## config.mk

```make
export PLATFORM = sky130hd
export DESIGN_NAME = uart_tx_arbiter
export DESIGN_NICKNAME = d
export VERILOG_FILES = /design/src/rtl/uart_arb_pkg.sv /design/src/rtl/uart_rr_pick.sv /design/src/rtl/uart_tx_arbiter.sv
export SDC_FILE = /design/constraint.sdc
export NUM_CORES = 1
export LEC_CHECK = 0
export BUFFER_PORTS_ARGS = -buffer_cell sky130_fd_sc_hd__buf_2
export CAP_MARGIN = 20
export CORE_ASPECT_RATIO = 1.4
export CORE_MARGIN = 2
export CORE_UTILIZATION = 53
export CTS_CLUSTER_SIZE = 8
export DETAILED_ROUTE_END_ITERATION = 6
export PLACE_DENSITY = 0.83
export SLEW_MARGIN = 20
export SYNTH_ARGS = -nofsm -noshare
export SYNTH_HDL_FRONTEND = slang
export SYNTH_SLANG_ARGS = --single-unit
```

## constraint.sdc

```tcl
create_clock -name clk -period 3.07 [get_ports clk]
set_clock_uncertainty 0.1 [all_clocks]
set_input_delay 0.307 -clock clk [delete_from_list [all_inputs] [get_ports clk]]
set_output_delay 0.307 -clock clk [all_outputs]
set_load 0.02 [all_outputs]
```

## src/rtl/uart_arb_pkg.sv

```systemverilog
// ---------------------------------------------------------------------------
// uart_arb_pkg
// Shared definitions for the round-robin UART transmit arbiter:
//   - arb_state_e : arbiter FSM states (tag states are used only when the
//                   UART_ARB_TAG_EN macro is defined)
//   - TAG_BASE    : ASCII '0', added to the winner index to form the tag byte
//   - DEF_*       : default timing for a 100 MHz clock at 9600 baud
// ---------------------------------------------------------------------------
package uart_arb_pkg;

    typedef enum logic [2:0] {
        ST_IDLE      = 3'd0,
        ST_START     = 3'd1,
        ST_WAIT      = 3'd2,
        ST_START_TAG = 3'd3,
        ST_WAIT_TAG  = 3'd4
    } arb_state_e;

    localparam logic [7:0] TAG_BASE = 8'h30;

    localparam int DEF_BAUD_DIV    = 10416;
    localparam int DEF_FRAME_BAUDS = 12;

endpackage

```

## src/rtl/uart_rr_pick.sv

```systemverilog
// ---------------------------------------------------------------------------
// uart_rr_pick
// Combinational round-robin selector. It finds the first asserted request at
// or after rr_ptr_i, wrapping around.
// Ports:
//   req_i        [NUM_REQ-1:0]  request levels
//   rr_ptr_i     [PW-1:0]       highest-priority index for this decision
//   winner_o     [NUM_REQ-1:0]  one-hot winner (all zero when no request)
//   winner_idx_o [PW-1:0]       binary index of the winner
//   valid_o                     at least one request is asserted
// ---------------------------------------------------------------------------
module uart_rr_pick
    import uart_arb_pkg::*;
#(
    parameter  int NUM_REQ = 4,
    localparam int PW      = $clog2(NUM_REQ)
) (
    input  logic [NUM_REQ-1:0] req_i,
    input  logic [PW-1:0]      rr_ptr_i,
    output logic [NUM_REQ-1:0] winner_o,
    output logic [PW-1:0]      winner_idx_o,
    output logic               valid_o
);

    int cand;

    // The scan runs from the farthest position back to rr_ptr_i. The last
    // hit is therefore the nearest request in wrap-around order.
    always_comb begin
        valid_o      = 1'b0;
        winner_idx_o = '0;
        cand         = 0;
        for (int k = NUM_REQ - 1; k >= 0; k--) begin
            cand = int'(rr_ptr_i) + k;
            if (cand >= NUM_REQ) begin
                cand = cand - NUM_REQ;
            end
            if (req_i[cand]) begin
                valid_o      = 1'b1;
                winner_idx_o = PW'(cand);
            end
        end
    end

    for (genvar gi = 0; gi < NUM_REQ; gi++) begin : g_onehot
        assign winner_o[gi] = valid_o && (winner_idx_o == PW'(gi));
    end

endmodule

```

## src/rtl/uart_tx_arbiter.sv

```systemverilog
// ---------------------------------------------------------------------------
// uart_tx_arbiter
// Shares one UART byte transmitter between NUM_REQ requesters with
// round-robin arbitration. The transmitter reports neither busy nor done, so
// this block times each frame itself. It holds tx_start for BAUD_DIV cycles,
// which covers at least one baud tick. It then waits FRAME_BAUDS baud periods
// before the next arbitration.
// Optional feature: when the UART_ARB_TAG_EN macro is defined, each grant
// sends two frames. The first is the tag byte ('0' + winner index) and the
// second is the data byte.
// Ports:
//   clk, reset         system clock, synchronous active-high reset
//   req      [N-1:0]   byte-pending levels, held by requesters until ack
//   req_data [8N-1:0]  byte of requester i at [8*i+7:8*i]
//   ack      [N-1:0]   one-cycle one-hot pulse when a byte is latched
//   grant    [N-1:0]   one-hot owner of the frame in progress
//   busy               high whenever the arbiter is not idle
//   tx_start           transmitter start strobe
//   tx_data  [7:0]     transmitter data byte
// ---------------------------------------------------------------------------
module uart_tx_arbiter
    import uart_arb_pkg::*;
#(
    parameter int NUM_REQ     = 4,
    parameter int BAUD_DIV    = DEF_BAUD_DIV,
    parameter int FRAME_BAUDS = DEF_FRAME_BAUDS
) (
    input  logic                 clk,
    input  logic                 reset,
    input  logic [NUM_REQ-1:0]   req,
    input  logic [8*NUM_REQ-1:0] req_data,
    output logic [NUM_REQ-1:0]   ack,
    output logic [NUM_REQ-1:0]   grant,
    output logic                 busy,
    output logic                 tx_start,
    output logic [7:0]           tx_data
);

    localparam int PW = $clog2(NUM_REQ);
    localparam int TW = $clog2(FRAME_BAUDS * BAUD_DIV + 1);

    localparam logic [TW-1:0] START_LAST = TW'(BAUD_DIV - 1);
    localparam logic [TW-1:0] WAIT_LAST  = TW'(FRAME_BAUDS * BAUD_DIV - 1);

    arb_state_e           state_q, state_d;
    logic [TW-1:0]        timer_q, timer_d;
    logic [PW-1:0]        rr_ptr_q, rr_ptr_d;
    logic [NUM_REQ-1:0]   grant_q, grant_d;
    logic [NUM_REQ-1:0]   ack_q, ack_d;
    logic                 tx_start_q, tx_start_d;
    logic [7:0]           tx_data_q, tx_data_d;
`ifdef UART_ARB_TAG_EN
    logic [7:0]           data_q, data_d;
`endif

    logic [NUM_REQ-1:0]   pick_winner;
    logic [PW-1:0]        pick_idx;
    logic                 pick_valid;
    logic [7:0]           req_bytes [NUM_REQ];
    logic [7:0]           pick_byte;

    for (genvar gi = 0; gi < NUM_REQ; gi++) begin : g_bytes
        assign req_bytes[gi] = req_data[8*gi +: 8];
    end

    assign pick_byte = req_bytes[pick_idx];

    uart_rr_pick #(
        .NUM_REQ (NUM_REQ)
    ) u_pick (
        .req_i        (req),
        .rr_ptr_i     (rr_ptr_q),
        .winner_o     (pick_winner),
        .winner_idx_o (pick_idx),
        .valid_o      (pick_valid)
    );

    always_comb begin
        state_d    = state_q;
        timer_d    = timer_q;
        rr_ptr_d   = rr_ptr_q;
        grant_d    = grant_q;
        ack_d      = '0;
        tx_start_d = tx_start_q;
        tx_data_d  = tx_data_q;
`ifdef UART_ARB_TAG_EN
        data_d     = data_q;
`endif
        case (state_q)
            ST_IDLE: begin
                if (pick_valid) begin
                    grant_d    = pick_winner;
                    ack_d      = pick_winner;
                    rr_ptr_d   = (pick_idx == PW'(NUM_REQ - 1)) ? '0 : pick_idx + PW'(1);
                    timer_d    = '0;
                    tx_start_d = 1'b1;
`ifdef UART_ARB_TAG_EN
                    // The tag goes out first. The data byte waits in data_q.
                    tx_data_d  = TAG_BASE + 8'(pick_idx);
                    data_d     = pick_byte;
                    state_d    = ST_START_TAG;
`else
                    tx_data_d  = pick_byte;
                    state_d    = ST_START;
`endif
                end
            end
`ifdef UART_ARB_TAG_EN
            ST_START_TAG: begin
                timer_d = timer_q + TW'(1);
                if (timer_q == START_LAST) begin
                    timer_d    = '0;
                    tx_start_d = 1'b0;
                    state_d    = ST_WAIT_TAG;
                end
            end
            ST_WAIT_TAG: begin
                timer_d = timer_q + TW'(1);
                if (timer_q == WAIT_LAST) begin
                    // Go straight into the data frame. The grant stays held.
                    timer_d    = '0;
                    tx_start_d = 1'b1;
                    tx_data_d  = data_q;
                    state_d    = ST_START;
                end
            end
`endif
            ST_START: begin
                timer_d = timer_q + TW'(1);
                if (timer_q == START_LAST) begin
                    timer_d    = '0;
                    tx_start_d = 1'b0;
                    state_d    = ST_WAIT;
                end
            end
            ST_WAIT: begin
                timer_d = timer_q + TW'(1);
                if (timer_q == WAIT_LAST) begin
                    timer_d = '0;
                    grant_d = '0;
                    state_d = ST_IDLE;
                end
            end
            default: begin
                timer_d    = '0;
                grant_d    = '0;
                tx_start_d = 1'b0;
                state_d    = ST_IDLE;
            end
        endcase
    end

    always_ff @(posedge clk) begin
        if (reset) begin
            state_q    <= ST_IDLE;
            timer_q    <= '0;
            rr_ptr_q   <= '0;
            grant_q    <= '0;
            ack_q      <= '0;
            tx_start_q <= 1'b0;
            tx_data_q  <= 8'h00;
`ifdef UART_ARB_TAG_EN
            data_q     <= 8'h00;
`endif
        end else begin
            state_q    <= state_d;
            timer_q    <= timer_d;
            rr_ptr_q   <= rr_ptr_d;
            grant_q    <= grant_d;
            ack_q      <= ack_d;
            tx_start_q <= tx_start_d;
            tx_data_q  <= tx_data_d;
`ifdef UART_ARB_TAG_EN
            data_q     <= data_d;
`endif
        end
    end

    assign ack      = ack_q;
    assign grant    = grant_q;
    assign busy     = (state_q != ST_IDLE);
    assign tx_start = tx_start_q;
    assign tx_data  = tx_data_q;

endmodule

```

==> impl_metrics.tcl, run 1 <==
set metrics [dict create \
    num_vias 2115 \
    synth_top_area_share_pct 35.4 \
    syn_to_final_growth_pct 21.4 \
    fmax_ghz 0.421 \
    outcome "complete, no violations" \
    p_clk_share_pct 25.4 \
    finalSetupViolCount 0 \
    synth_area_leader_cell "dfxtp_1" \
    cts_tree "built" \
    p_int_mw 1.28 \
    period_share_pct 77.3 \
    cp_num_buf_inv 0 \
    grt_pass1_vias 2070 \
    antenna_cells 0 \
    rsz0062_at_grt "false" \
    grt_max_degree 27 \
    clock-sinks 38 \
    die_x_um 57.8 \
    cts_root_buffer "clkbuf_8" \
    die_y_um 79.3 \
    cts_resized 0 \
    ys_seq_area_share_pct 35.4 \
    synth_common_cells "38 x dfxtp_1, 22 x nand2_1, 21 x a21oi_1" \
    whs_ns 0.249 \
    worst_pin_slew_ns 0.735 \
    drive_gt1_share_pct 24.7 \
    ant_nets 0 \
    cpPeakStageDelay_ns 0.60 \
    clk_latency_ns 0.30 \
    clkSlewWorstSetupHoldPaths_ns 0.08 \
    port-buffer-count 55 \
    core_area_sq_mm 0.00392 \
    hold_viol_final 0 \
    avgSynthCellArea_sq_um 8.66 \
    p_leak_nw 1.10 \
    synth_edf_count 0 \
    fillCellCount 343 \
    fin_setup_tns_ns 0 \
    path_cells "or4_4 > or4_4 > a211oi_4 > nor2_2 > a22o_1" \
    clockBufferDepth 2 \
    min_period_ns 2.37 \
    cp-start-kind "register" \
    post-cts-setup-buffers 0 \
    ys_ff_latch 38 \
    cp_max_fo 6 \
    std_cell_rows 27 \
    fp.dieArea_sq_mm 0.00459 \
    fin_nets 346 \
    ios 56 \
    yosys_most_used_dff "dfxtp_1" \
    path_class "reg2reg" \
    pre_cts_ws_ns 0.721 \
    grt_pass1_wl_um 8500 \
    synth_area_leaders "dfxtp_1 35%, a211oi_1 6.6%, a21oi_1 4.9%, nand2_1 3.8%, mux2i_1 3.7%" \
    cts_max_level 2 \
    p_per_area_mw_per_mm2 797 \
    routabilityCongestion 0.854 \
    synthDistinctLibCells 46 \
    drv_cap 0 \
    ys_async_sr_fraction_pct 0 \
    slew_viol_final 0 \
    drc 0 \
    synth_area_sq_mm 0.00215 \
    cts_buffers 5 \
    routedWlPerCell_um 14.7 \
    syn_inst 248 \
    p_seq_share_pct 32.4 \
    ir_drop_uv 536 \
    cp_common_cell "or4_4" \
    syn_nets 291 \
    cp_top_family "simple AND/OR/NAND/NOR gates" \
    antenna_found_initial 0 \
    p_sw_mw 0.803 \
    crit_required_ns 3.16 \
    grt_usage_pct 23.8 \
    dr.pass1.iters 4 \
    yosysMostFrequentCell "dfxtp_1" \
    post-dp-hpwl_um 3840 \
    drt-initial-drc-count 79 \
    start_util_pct 54.8 \
    p_sw_share_pct 38.6 \
    drt-total-wl_um 5100 \
    cp.arrival_ns 2.47 \
    end_kind "register" \
    postLayoutSetupSlackWorst_ns 0.697 \
    pwr-share-comb_pct 42.2 \
    grt-ovfl-total 0 \
    via_per_inst 6.10 \
    hold_class "in2reg" \
    hold_buffers 0 \
    slowest_stage "or4_4" \
    yosysWarningCount 0 \
    relSlewSlack_pct 50.7 \
]
[final timing paths]
check	cells past startpoint	slack (ns)	start	end
setup / recovery	5	0.70	timer_q[6]	grant[0]
hold / removal	3	0.25	req_data[24]	tx_data[0]
setup reg to reg	5	0.70	timer_q[6]	grant[0]
hold reg to reg	1	0.39	grant[2]	grant[2]
[final cells by class]
type / count / area (sq um) / area share, %
well taps: 43 / 53.8 / 2.06
multi-input cells: 186 / 1290 / 49.6
inverters: 12 / 45.0 / 1.73
clock inverters: 2 / 60.1 / 2.30
clock buffers: 6 / 82.6 / 3.17
flip-flops and latches: 38 / 761 / 29.2
repair buffers: 60 / 313 / 12.0
[placed cells by master (no fill, tap or decap), drive strengths merged, types with 4 or more instances in the layout]
master and instances:
buf 60, dfxtp 38, nand2 22, a21oi 21
a211oi 20, inv 12, and3 11, nor2 10
mux2i 8, nand4 7, nand3 7, xor2 7
a221oi 7, clkbuf 6, a21o 5, nor3 5
ha 5, and2 4, o21ai 4, nor4 4
a2111oi 4
[cell families after synthesis]
kind of cell	synth area share [%]
and+or+nand+nor	23.4
AOI/OAI and AO/OA	26.6
DFF	35.4
buffers and inverters	4.37
xor gates and xnor gates	3.67
muxes	3.73
adders and majority gates	2.91
[per-stage QoR]
step	util (%)	instances	power, mW	instance area (sq um)
floorplan	-	248	1.31	2150
global placement	62.9	339	1.54	2470
detailed placement	62.9	339	1.55	2470
CTS	66.6	347	2.08	2610
global route	66.6	347	2.21	2610
finish	66.6	347	2.08	2610
[state kept, by name (all words and copies together) (netlist names)]
| signal | count |
|---|---|
| state_q | 2 |
| rr_ptr_q | 2 |
| ack | 4 |
| tx_data | 8 |
| timer_q | 17 |
| tx_start | 1 |
| grant | 4 |
[metal layers]
layer / up-vias / global-route usage [%] / wire length [um]
met2: 67 / 45.2 / 2710
met4: 0 / 10.9 / 129
met3: 13 / 5.37 / 223
met1: 984 / 23.6 / 2040
met5: - / 0 / 0
li1: 1051 / - / -
[power groups by stage]
stage / Sequential, mW / Clock (mW) / Combinational (mW)
2_1_floorplan: 0.767 / 0 / 0.539
3_3_place_gp: 0.680 / 0 / 0.857
3_5_place_dp: 0.683 / 0 / 0.872
4_1_cts: 0.673 / 0.530 / 0.878
5_1_grt: 0.685 / 0.551 / 0.970
6_report: 0.674 / 0.529 / 0.876
[tightest hold or removal path, cell delays in order]
cell,delay (ns)
buf_2,0.09
mux2i_1,0.11
a221oi_1,0.08
(Power assumes the default switching activity.)
==> run 2: changes to the inputs <==
- ABC_AREA: unset -> 1
- CORE_UTILIZATION: 53 -> 55
- PLACE_DENSITY: 0.83 -> 0.84
- clock period: 3.07 -> 2.3 ns (I/O delays scaled with it)
==> run 2 against run 1 <==
Power up 69%. Fmax increased by 14%. Clock power is 9.6% lower. Sequential share of layout area is 3.0 points lower. Synthesized cell count increased by 61%. Register-to-register slack lost 0.47 ns. Via count increased by 22%. Combinational power increased by 140%. First-iteration DRC count up 65%. Critical endpoint is now timer_q[3].
==> impl_metrics.tcl, run 2 <==
set metrics [dict create \
    pwr-share-comb_pct 60.2 \
    drt-initial-drc-count 130 \
    ant_nets 0 \
    drive_gt1_share_pct 22.5 \
    std_cell_rows 29 \
    ys_seq_area_share_pct 29.9 \
    grt_usage_pct 24.1 \
    cpPeakStageDelay_ns 0.40 \
    p_seq_share_pct 26.2 \
    cts_buffers 5 \
    ys_async_sr_fraction_pct 0 \
    period_share_pct 90.3 \
    cp_top_family "simple AND/OR/NAND/NOR gates" \
    port-buffer-count 55 \
    hold_depth 2 \
    p_int_mw 1.77 \
    avgSynthCellArea_sq_um 6.36 \
    die_x_um 61.5 \
    clkSlewWorstSetupHoldPaths_ns 0.07 \
    via_per_inst 4.98 \
    grt_max_degree 20 \
    clockBufferDepth 2 \
    routedWlPerCell_um 11.0 \
    whs_ns 0.192 \
    mostFrequentLayoutCells "78 x nand2_1, 71 x inv_1, 64 x nand3_1" \
    grt_pass1_wl_um 9830 \
    slowest_stage "dfxtp_1" \
    num_vias 2584 \
    core_area_sq_mm 0.00450 \
    synthDistinctLibCells 34 \
    slew_viol_final 0 \
    routabilityCongestion 0.839 \
    synth_top_area_share_pct 29.9 \
    die_y_um 84.4 \
    syn_to_final_growth_pct 14.7 \
    hold_class "in2reg" \
    p_per_area_mw_per_mm2 1200 \
    p_leak_nw 1.54 \
    drt-total-wl_um 5730 \
    cp.arrival_ns 2.16 \
    grt_pass1_vias 2351 \
    synth_area_leaders "dfxtp_1 30%, nand3_1 13%, nand2_1 12%, inv_1 10%, nor2_1 6.2%" \
    end_kind "register" \
    top_register "timer_q" \
    clk_latency_ns 0.29 \
    antenna_cells 0 \
    syn_nets 443 \
    reg2reg_depth 10 \
    hold_viol_final 0 \
    cp_common_cell "nand2_1" \
    cts_max_level 2 \
    crit_cells 10 \
    p_sw_share_pct 49.5 \
    ios 56 \
    min_period_ns 2.08 \
    hold_buffers 0 \
    relSlewSlack_pct 67.6 \
    antenna_found_initial 0 \
    ir_drop_uv 1020 \
    p_sw_mw 1.74 \
    yosysWarningCount 0 \
    cp_num_buf_inv 1 \
    synth_area_sq_mm 0.00254 \
    final_common_cell "nand2_1" \
    path_cells "ha_1 > nand3_1 > inv_1 > nand4_1 > nand2_1 > nand2_1 > nand2_1 > nand2_1 > nand2_2 > nor2_1" \
    cts_root_buffer "clkbuf_8" \
    largest_register_ffs 17 \
    clock-sinks 38 \
    cp-start-kind "register" \
    start_util_pct 56.5 \
    drv_cap 0 \
    grt-ovfl-total 0 \
    worst_pin_slew_ns 0.485 \
    ys_ff_latch 38 \
    yosysMostFrequentCell "nand2_1" \
    dr.pass1.iters 4 \
    synth_area_leader_cell "dfxtp_1" \
    crit_required_ns 2.38 \
    fillCellCount 443 \
    yosys_most_used_dff "dfxtp_1" \
    p_clk_share_pct 13.6 \
    cp_max_fo 10 \
    drc 0 \
    fp.dieArea_sq_mm 0.00519 \
    synth_common_cells "78 x nand2_1, 71 x inv_1, 64 x nand3_1" \
    fin_setup_tns_ns 0 \
    post-dp-hpwl_um 4420 \
    synth_edf_count 0 \
    fmax_ghz 0.482 \
    finalSetupViolCount 0 \
    cts_tree "built" \
    fin_nets 499 \
    rsz0062_at_grt "false" \
    path_class "reg2reg" \
    syn_inst 400 \
    outcome "complete, no violations" \
]
## run 2: cell types whose count changed after synthesis, moves of 6 or more
cell | previous run | this run
and3_1 | 11 | 2
clkbuf_1 | 9 | 1
mux2i_1 | 8 | 0
nand3_1 | 7 | 64
nor2_1 | 9 | 42
inv_1 | 12 | 71
a21oi_1 | 21 | 14
nand2_2 | 0 | 14
nand2_1 | 22 | 78
a211oi_1 | 19 | 1
o21ai_0 | 0 | 15
buf_6 | 0 | 6
a221oi_1 | 7 | 0
## run 2: repair_timing
item	4_1_cts	5_1_grt
resized for setup	0	2
endpoints found under the setup margin	0	30
buffers inserted	0	1
## run 2: stage by stage
step                      cells  worst slack, ns  instance area, sq um  utilization, %  power, mW
after floorplan             400            0.421                  2540               -       2.71
after global placement      510            0.205                  2810            62.5       3.01
after detailed placement    510            0.129                  2810            62.5       3.04
after CTS                   518            0.102                  2910            64.6       3.53
after global routing        519          0.00292                  2920            64.8       3.85
final                       519            0.223                  2920            64.8       3.51
## run 2: final cells by class
type	count	area, sq um	share of cell area [%]
Multi-Input combinational cell	274	1370	47.0
Clock buffer	7	86.3	2.96
Sequential cell	38	762	26.1
Timing Repair Buffer	62	328	11.2
Clock inverter	1	5.00	0.172
Inverter	75	287	9.82
Tap cell	62	77.6	2.66
## run 2: logic make-up (layout without fill, tap and decap cells)
kind of cell,count (synthesis),after routing,share of synthesized area (%)
simple gates,234,234,44.0
buf+inv,88,145,16.2
flops,38,38,29.9
compound gates,33,33,6.69
fa+ha+maj,5,5,2.46
xor+xnor,2,2,0.689
## run 2: power groups by stage
stage,logic [mW],registers (mW),clock network (mW)
detailed placement,2.11,0.930,0
global placement,2.08,0.926,0
CTS,2.13,0.916,0.485
floorplan,1.69,1.02,0
finish,2.11,0.919,0.478
global route,2.40,0.941,0.507
## run 2: final timing paths
kind	start	to	slack [ns]
setup reg to reg	timer_q[0]	timer_q[3]	0.22
setup / recovery	timer_q[0]	timer_q[3]	0.22
hold / removal	reset	timer_q[13]	0.19
hold reg to reg	tx_start	tx_start	0.34
## run 2: metal layers
metal | track usage [%] | vias up | part of all wire (%)
met5 | 0 | - | 0
met4 | 10.1 | 0 | 2.4
met3 | 5.39 | 15 | 5.3
met2 | 43.1 | 79 | 51
met1 | 26.0 | 1113 | 41
li1 | - | 1377 | -
